===== config.mk =====
export PLATFORM = sky130hd
export DESIGN_NAME = temp_calc_seq_flat
export DESIGN_NICKNAME = d
export VERILOG_FILES = /design/src/rtl/temp_calc_seq_if.sv /design/src/rtl/temp_calc_seq.sv /design/src/flat_wrapper.sv
export SDC_FILE = /design/constraint.sdc
export NUM_CORES = 1
export LEC_CHECK = 0
export CORE_MARGIN = 2
export CORE_UTILIZATION = 60
export DETAILED_ROUTE_END_ITERATION = 8
export GPL_TIMING_DRIVEN = 0
export PLACE_DENSITY_LB_ADDON = 0.3
export SETUP_SLACK_MARGIN = 0.1
export SLEW_MARGIN = 40
export SYNTH_ARGS = -nofsm -noshare
export SYNTH_HDL_FRONTEND = slang
export SYNTH_SLANG_ARGS = --single-unit

===== constraint.sdc =====
create_clock -name clk -period 14.4 [get_ports clk]
set_input_delay 3.6 -clock clk [delete_from_list [all_inputs] [get_ports clk]]
set_output_delay 3.6 -clock clk [all_outputs]
set_load 0.05 [all_outputs]

===== src/rtl/temp_calc_seq_if.sv =====
// rtl/temp_calc_seq_if.sv - config, request and result bus of the sequential temperature calculator
// master drives config/requests and accepts results; slave is the calculator.
interface temp_calc_seq_if #(
   parameter int NUM_CH = 4,
   parameter int REF_W  = 8,
   parameter int ADC_W  = 16,
   parameter int BASE_W = 32
);
   localparam int CH_W = $clog2(NUM_CH);

   logic              cfg_we;
   logic [CH_W-1:0]   cfg_ch;
   logic [BASE_W-1:0] cfg_base;
   logic [REF_W-1:0]  cfg_ref;

   logic              in_valid;
   logic              in_ready;
   logic [CH_W-1:0]   in_ch;
   logic [ADC_W-1:0]  in_adc;

   logic              out_valid;
   logic              out_ready;
   logic [CH_W-1:0]   out_ch;
   logic [BASE_W-1:0] out_temp;
   logic              out_ovf;

   modport master (
      output cfg_we, cfg_ch, cfg_base, cfg_ref,
      output in_valid, in_ch, in_adc,
      input  in_ready,
      output out_ready,
      input  out_valid, out_ch, out_temp, out_ovf
   );

   modport slave (
      input  cfg_we, cfg_ch, cfg_base, cfg_ref,
      input  in_valid, in_ch, in_adc,
      output in_ready,
      input  out_ready,
      output out_valid, out_ch, out_temp, out_ovf
   );
endinterface


===== src/rtl/temp_calc_seq.sv =====
// rtl/temp_calc_seq.sv - multi-channel tempc = base +/- ((ref^2 * |adc|) >> SHIFT) on one shift-add multiplier
// Optional TEMP_CALC_SAT_EN: clamp out_temp on carry/borrow instead of wrapping.
module temp_calc_seq #(
   parameter int NUM_CH = 4,
   parameter int REF_W  = 8,
   parameter int ADC_W  = 16,
   parameter int BASE_W = 32,
   parameter int SHIFT  = 6
) (
   input  logic          clk,
   input  logic          rst,
   temp_calc_seq_if.slave bus
);
   localparam int CH_W  = $clog2(NUM_CH);
   localparam int MAG_W = ADC_W - 1;
   localparam int SQ_W  = 2 * REF_W;
   localparam int P_W   = SQ_W + MAG_W;
   localparam int M_W   = (REF_W > MAG_W) ? REF_W : MAG_W;
   localparam int CNT_W = $clog2(M_W + 1);
   localparam int D_W   = (P_W > BASE_W) ? P_W : BASE_W;

   typedef enum logic [2:0] {
      S_IDLE,
      S_SQ,
      S_MUL,
      S_ADD,
      S_DONE
   } state_t;

   state_t state;
   state_t state_nx;

   logic [BASE_W-1:0] cfg_base [NUM_CH];
   logic [REF_W-1:0]  cfg_ref  [NUM_CH];

   logic [CH_W-1:0]   job_ch;
   logic              job_sign;
   logic [MAG_W-1:0]  job_mag;
   logic [BASE_W-1:0] job_base;

   logic [P_W-1:0]    acc;
   logic [P_W-1:0]    mcand;
   logic [M_W-1:0]    mplier;
   logic [CNT_W-1:0]  cnt;

   logic [CH_W-1:0]   res_ch;
   logic [BASE_W-1:0] res_temp;
   logic              res_ovf;

   logic              accept;
   logic              last_step;
   logic [P_W-1:0]    acc_sum;

   logic [D_W-1:0]    d_wide;
   logic [BASE_W-1:0] d;
   logic [BASE_W:0]   sum;
   logic [BASE_W-1:0] temp_fin;

   assign accept    = (state == S_IDLE) && bus.in_valid;
   assign last_step = (cnt == '0);
   assign acc_sum   = acc + (mplier[0] ? mcand : '0);

   assign bus.in_ready  = (state == S_IDLE);
   assign bus.out_valid = (state == S_DONE);
   assign bus.out_ch    = res_ch;
   assign bus.out_temp  = res_temp;
   assign bus.out_ovf   = res_ovf;

   // Config file: writable in any state; jobs only ever read it at accept.
   always_ff @(posedge clk or posedge rst) begin
      if (rst) begin
         for (int i = 0; i < NUM_CH; i++) begin
            cfg_base[i] <= '0;
            cfg_ref[i]  <= '0;
         end
      end else if (bus.cfg_we) begin
         cfg_base[bus.cfg_ch] <= bus.cfg_base;
         cfg_ref[bus.cfg_ch]  <= bus.cfg_ref;
      end
   end

   always_ff @(posedge clk or posedge rst) begin
      if (rst) begin
         state <= S_IDLE;
      end else begin
         state <= state_nx;
      end
   end

   always_comb begin
      state_nx = state;
      case (state)
         S_IDLE:  if (bus.in_valid)  state_nx = S_SQ;
         S_SQ:    if (last_step)     state_nx = S_MUL;
         S_MUL:   if (last_step)     state_nx = S_ADD;
         S_ADD:                      state_nx = S_DONE;
         S_DONE:  if (bus.out_ready) state_nx = S_IDLE;
         default:                    state_nx = S_IDLE;
      endcase
   end

   // d is the scaled product fitted to BASE_W; bit BASE_W of sum is carry (add) or borrow (sub).
   always_comb begin
      d_wide   = D_W'(acc) >> SHIFT;
      d        = d_wide[BASE_W-1:0];
      sum      = job_sign ? ({1'b0, job_base} - {1'b0, d})
                          : ({1'b0, job_base} + {1'b0, d});
      temp_fin = sum[BASE_W-1:0];
`ifdef TEMP_CALC_SAT_EN
      if (sum[BASE_W]) begin
         temp_fin = job_sign ? '0 : '1;
      end
`endif
   end

   // Shared shift-add: SQ builds ref*ref in acc, which then becomes the multiplicand for MUL.
   always_ff @(posedge clk or posedge rst) begin
      if (rst) begin
         job_ch   <= '0;
         job_sign <= 1'b0;
         job_mag  <= '0;
         job_base <= '0;
         acc      <= '0;
         mcand    <= '0;
         mplier   <= '0;
         cnt      <= '0;
         res_ch   <= '0;
         res_temp <= '0;
         res_ovf  <= 1'b0;
      end else begin
         case (state)
            S_IDLE: begin
               if (accept) begin
                  job_ch   <= bus.in_ch;
                  job_sign <= bus.in_adc[ADC_W-1];
                  job_mag  <= bus.in_adc[MAG_W-1:0];
                  job_base <= cfg_base[bus.in_ch];
                  acc      <= '0;
                  mcand    <= P_W'(cfg_ref[bus.in_ch]);
                  mplier   <= M_W'(cfg_ref[bus.in_ch]);
                  cnt      <= CNT_W'(REF_W - 1);
               end
            end
            S_SQ: begin
               if (last_step) begin
                  acc    <= '0;
                  mcand  <= acc_sum;
                  mplier <= M_W'(job_mag);
                  cnt    <= CNT_W'(MAG_W - 1);
               end else begin
                  acc    <= acc_sum;
                  mcand  <= mcand << 1;
                  mplier <= mplier >> 1;
                  cnt    <= cnt - 1'b1;
               end
            end
            S_MUL: begin
               acc    <= acc_sum;
               mcand  <= mcand << 1;
               mplier <= mplier >> 1;
               cnt    <= cnt - 1'b1;
            end
            S_ADD: begin
               res_ch   <= job_ch;
               res_temp <= temp_fin;
               res_ovf  <= sum[BASE_W];
            end
            default: begin
            end
         endcase
      end
   end
endmodule

===== src/flat_wrapper.sv =====
// flat-port wrapper written by rule: the top's interface ports become plain ports
module temp_calc_seq_flat 
#(
   parameter int NUM_CH = 4,
   parameter int REF_W  = 8,
   parameter int ADC_W  = 16,
   parameter int BASE_W = 32,
   parameter int SHIFT  = 6
)
  (clk, rst, bus_cfg_we, bus_cfg_ch, bus_cfg_base, bus_cfg_ref, bus_in_valid, bus_in_ch, bus_in_adc, bus_in_ready, bus_out_ready, bus_out_valid, bus_out_ch, bus_out_temp, bus_out_ovf);
  temp_calc_seq_if #(.NUM_CH(NUM_CH), .REF_W(REF_W), .ADC_W(ADC_W), .BASE_W(BASE_W)) bus_i ();
  input  logic clk;
  input  logic rst;
  input wire logic [$bits(bus_i.cfg_we)-1:0] bus_cfg_we;
  input wire logic [$bits(bus_i.cfg_ch)-1:0] bus_cfg_ch;
  input wire logic [$bits(bus_i.cfg_base)-1:0] bus_cfg_base;
  input wire logic [$bits(bus_i.cfg_ref)-1:0] bus_cfg_ref;
  input wire logic [$bits(bus_i.in_valid)-1:0] bus_in_valid;
  input wire logic [$bits(bus_i.in_ch)-1:0] bus_in_ch;
  input wire logic [$bits(bus_i.in_adc)-1:0] bus_in_adc;
  output wire logic [$bits(bus_i.in_ready)-1:0] bus_in_ready;
  input wire logic [$bits(bus_i.out_ready)-1:0] bus_out_ready;
  output wire logic [$bits(bus_i.out_valid)-1:0] bus_out_valid;
  output wire logic [$bits(bus_i.out_ch)-1:0] bus_out_ch;
  output wire logic [$bits(bus_i.out_temp)-1:0] bus_out_temp;
  output wire logic [$bits(bus_i.out_ovf)-1:0] bus_out_ovf;
  assign bus_i.cfg_we = bus_cfg_we;
  assign bus_i.cfg_ch = bus_cfg_ch;
  assign bus_i.cfg_base = bus_cfg_base;
  assign bus_i.cfg_ref = bus_cfg_ref;
  assign bus_i.in_valid = bus_in_valid;
  assign bus_i.in_ch = bus_in_ch;
  assign bus_i.in_adc = bus_in_adc;
  assign bus_in_ready = bus_i.in_ready;
  assign bus_i.out_ready = bus_out_ready;
  assign bus_out_valid = bus_i.out_valid;
  assign bus_out_ch = bus_i.out_ch;
  assign bus_out_temp = bus_i.out_temp;
  assign bus_out_ovf = bus_i.out_ovf;
  temp_calc_seq #(.NUM_CH(NUM_CH), .REF_W(REF_W), .ADC_W(ADC_W), .BASE_W(BASE_W), .SHIFT(SHIFT)) u_core (.clk(clk), .rst(rst), .bus(bus_i));
endmodule

==> results.cfg <==
[hold_path]
hp-class = reg -> reg
hold_start = u_core.job_ch[1]
whs_endpoint = u_core.bus.out_ch[1]
hold_depth = 2

[routing]
drc = 0
wire_per_inst_um = 20.0
dr.pass1.iters = 5
avgViaCountPerCell = 6.11
final_antenna_net_count = 0
vias = 13300
routed_wl_um = 43300
drt_iter0_markers = 1069

[power]
sw_frac_of_total_pct = 42.2
seq_power_share_pct = 31.0
pwr-share-clk_pct = 20.6
p_sw_mw = 1.95
ir_worst_vdd_mv = 0.128
power_leakage_nw = 9.29
intPower_mw = 2.68
power_density_nw_per_um2 = 229
pwr-share-comb_pct = 48.4

[synthesis]
synthesis.instances = 1616
yosysTopAreaCell = dfrtp_1
synth.distinct_cells = 71
synth-edff-count = 0
yosys.area.top_type_share_pct = 47.3
ys_ff_latch = 329
syn_area_per_cell_um2 = 10.8
synth.most_common_cell = dfrtp_1
synth_area_leaders = dfrtp_1 (47%), mux2_2 (10%), nand2_1 (5.5%)
ys_warn_count = 0
synthTopCellsByCount = dfrtp_1 (329), nand2_1 (256), mux2_2 (161)
ys.flop_type = dfrtp_1
netlist_area_um2 = 17400
synth_nets = 1747
synth-seq-area-share_pct = 47.3
synth_async_sr_flop_share_pct = 100

[timing]
grt_setup_unrepaired = false
tightest_slew_ns = 0.834
fin_crit_ns = 6.14
fmax_mhz = 163
setup_viol = 0
slew_viol_final = 0
max_slew_margin_pct = 44.4
finClkSkew_ns = 0.0130
whs_ns = 0.468
hold_violations = 0
tns_ns = 0
period_share_pct = 42.6

[clocking]
clk_pin_slew_ns = 0.06
clk_path_buf_depth = 3
cts_root_buf = clkbuf_16
tritoncts = built
clock_sinks = 329
postCtsSetupBuffers = 0
ctsResizeCount = 0
hold_buffers = 0
clock_latency_ns = 0.54
cts_max_level = 2
cts_buffers = 36

[global_route]
grt_overflow = 0
grtUsageTotal_pct = 29.2
grt_pass1_vias = 13300
grt_first_pass_wirelength_um = 70300
antenna_found_initial = 0
grt_start_max_net_pins = 78

[run_status]
status = finished, final reports clean

[setup_path]
crit_type = reg -> out
crit_buf_inv = 2
endpoint_kind = output port
critPathTopFamily = buffers and inverters
r2r_setup_slack_ns = 10.22
path_cells = clkbuf_1 > nor3b_1 > clkdlybuf4s50_1
rr_worst_depth = 17
critPathRequiredTime_ns = 10.80
crit_fanout = 10
cp-start-kind = flip-flop
crit_arrival_ns = 2.54
slowest_delay_ns = 0.90
slowest_stage = clkdlybuf4s50_1
worstReg2RegEnd = u_core.bus.out_temp[29]
reg2reg_from = u_core.acc[11]

[cells_and_area]
final_nets = 1889
fin_cells = 2169
nFillCells = 1995
area_delta_synth_final_pct = 16.3
diodes = 0
drive_gt1_share_pct = 15.9

[floorplanning]
row_count = 62
coreArea_um2 = 28600
dieArea_um2 = 30400
die_x_um = 174
start_util_pct = 60.8
ios = 102
die_h_um = 174

[place]
hpwl_um = 31300
port_buffers = 100
routabilityCongestion = 0.918
dp.cells = 2104

[flow_run]
cap_violations = 0
[layout make-up]
class	instances	area [um^2]	share of cell area, %
repair buffers	104	1110	5.48
inverters	50	195	0.963
clock inverters	13	231	1.14
well taps	384	480	2.37
flip-flops and latches	329	8230	40.6
clock buffers	52	1010	4.99
multi-input cells	1152	8670	42.8
plain buffers	85	328	1.62
[how the worst max path moves through the flow]
stage          depth (start not counted)             from  slack (ns)             endpoint
6_report                               3  u_core.state[2]        8.26        bus_out_valid
5_1_grt                                3  u_core.state[2]        8.18        bus_out_valid
4_1_cts                                3  u_core.state[2]        8.29        bus_out_valid
3_5_place_dp                           7     bus_in_ch[0]        7.86  u_core.job_base[11]
3_3_place_gp                           2              rst       -1.98    u_core.job_mag[8]
2_1_floorplan                          1              rst        1.69        u_core.acc[0]
[flip-flops by register name (all words and copies together) (netlist names)]
signal	flops
u_core.cfg_base	128
u_core.job_ch	2
u_core.mcand	31
u_core.mplier	15
u_core.bus.out_ovf	1
u_core.state	3
u_core.cnt	4
u_core.job_mag	15
u_core.cfg_ref	32
u_core.acc	31
u_core.job_base	32
u_core.bus.out_ch	2
u_core.bus.out_temp	32
u_core.job_sign	1
[logic make-up after synthesis]
logic type / Yosys count / share of synthesized area [%]
fa+ha+maj: 66 / 4.83
simple gates: 450 / 11.7
compound gates: 348 / 13.6
buf+inv: 135 / 2.95
flops: 329 / 47.3
mux: 208 / 15.6
xor+xnor: 80 / 4.02
[metrics by stage]
step | instance area, um^2 | util (%) | power [mW] | setup slack, ns
2_1_floorplan | 17400 | - | 3.04 | 1.69
3_3_place_gp | 18900 | 66.0 | 3.58 | -1.98
3_5_place_dp | 19000 | 66.4 | 3.65 | 7.86
4_1_cts | 20300 | 70.8 | 4.63 | 8.29
5_1_grt | 20300 | 70.8 | 4.94 | 8.18
6_report | 20300 | 70.8 | 4.63 | 8.26
[cell usage in the layout (no fill, tap or decap), drive strengths merged, types with 7 or more instances in the layout]
cell / instances
a21o: 41
a21oi: 88
a221oi: 12
a222oi: 16
a22o: 29
a22oi: 8
a31oi: 13
and2: 36
buf: 35
clkbuf: 106
clkdlybuf4s50: 100
clkinv: 7
dfrtp: 329
ha: 64
inv: 50
mux2: 161
mux2i: 12
mux4: 35
nand2: 257
nand2b: 12
nand3: 14
nand4: 9
nor2: 67
nor2b: 13
nor3: 13
o21ai: 84
o21bai: 7
xnor2: 55
xor2: 25
[worst reg2reg max path, stage by stage (launching register included)]
cell and delay, ns:
dfrtp_1 0.47, nor3_2 0.27, nand2_1 0.16, nor4_4 0.21
and3b_1 0.26, and3b_1 0.19, clkbuf_1 0.31, a21oi_1 0.14
xnor2_1 0.23, ha_1 0.34, and2_1 0.23, nand2_1 0.06
nand2_1 0.06, a31oi_1 0.35, o21ai_1 0.21, a31oi_1 0.26
xor2_1 0.23, o21ai_1 0.08
[power groups by stage]
stage | sequential, mW | clock [mW] | combinational, mW
3_5_place_dp | 1.44 | 0 | 2.21
3_3_place_gp | 1.43 | 0 | 2.15
4_1_cts | 1.43 | 0.969 | 2.23
5_1_grt | 1.46 | 1.01 | 2.47
6_report | 1.43 | 0.955 | 2.24
2_1_floorplan | 1.50 | 0 | 1.54
[layer usage]
layer / routed length [um] / part of all wire (%) / up-vias / GRT usage, %
met5: 0 / 0 / - / 0
met4: 1190 / 2.7 / 0 / 9.80
met3: 2430 / 5.6 / 90 / 4.16
met2: 20800 / 48 / 456 / 47.3
met1: 18900 / 44 / 6658 / 40.9
li1: - / - / 6058 / -
Power figures use the tool's default switching activity.
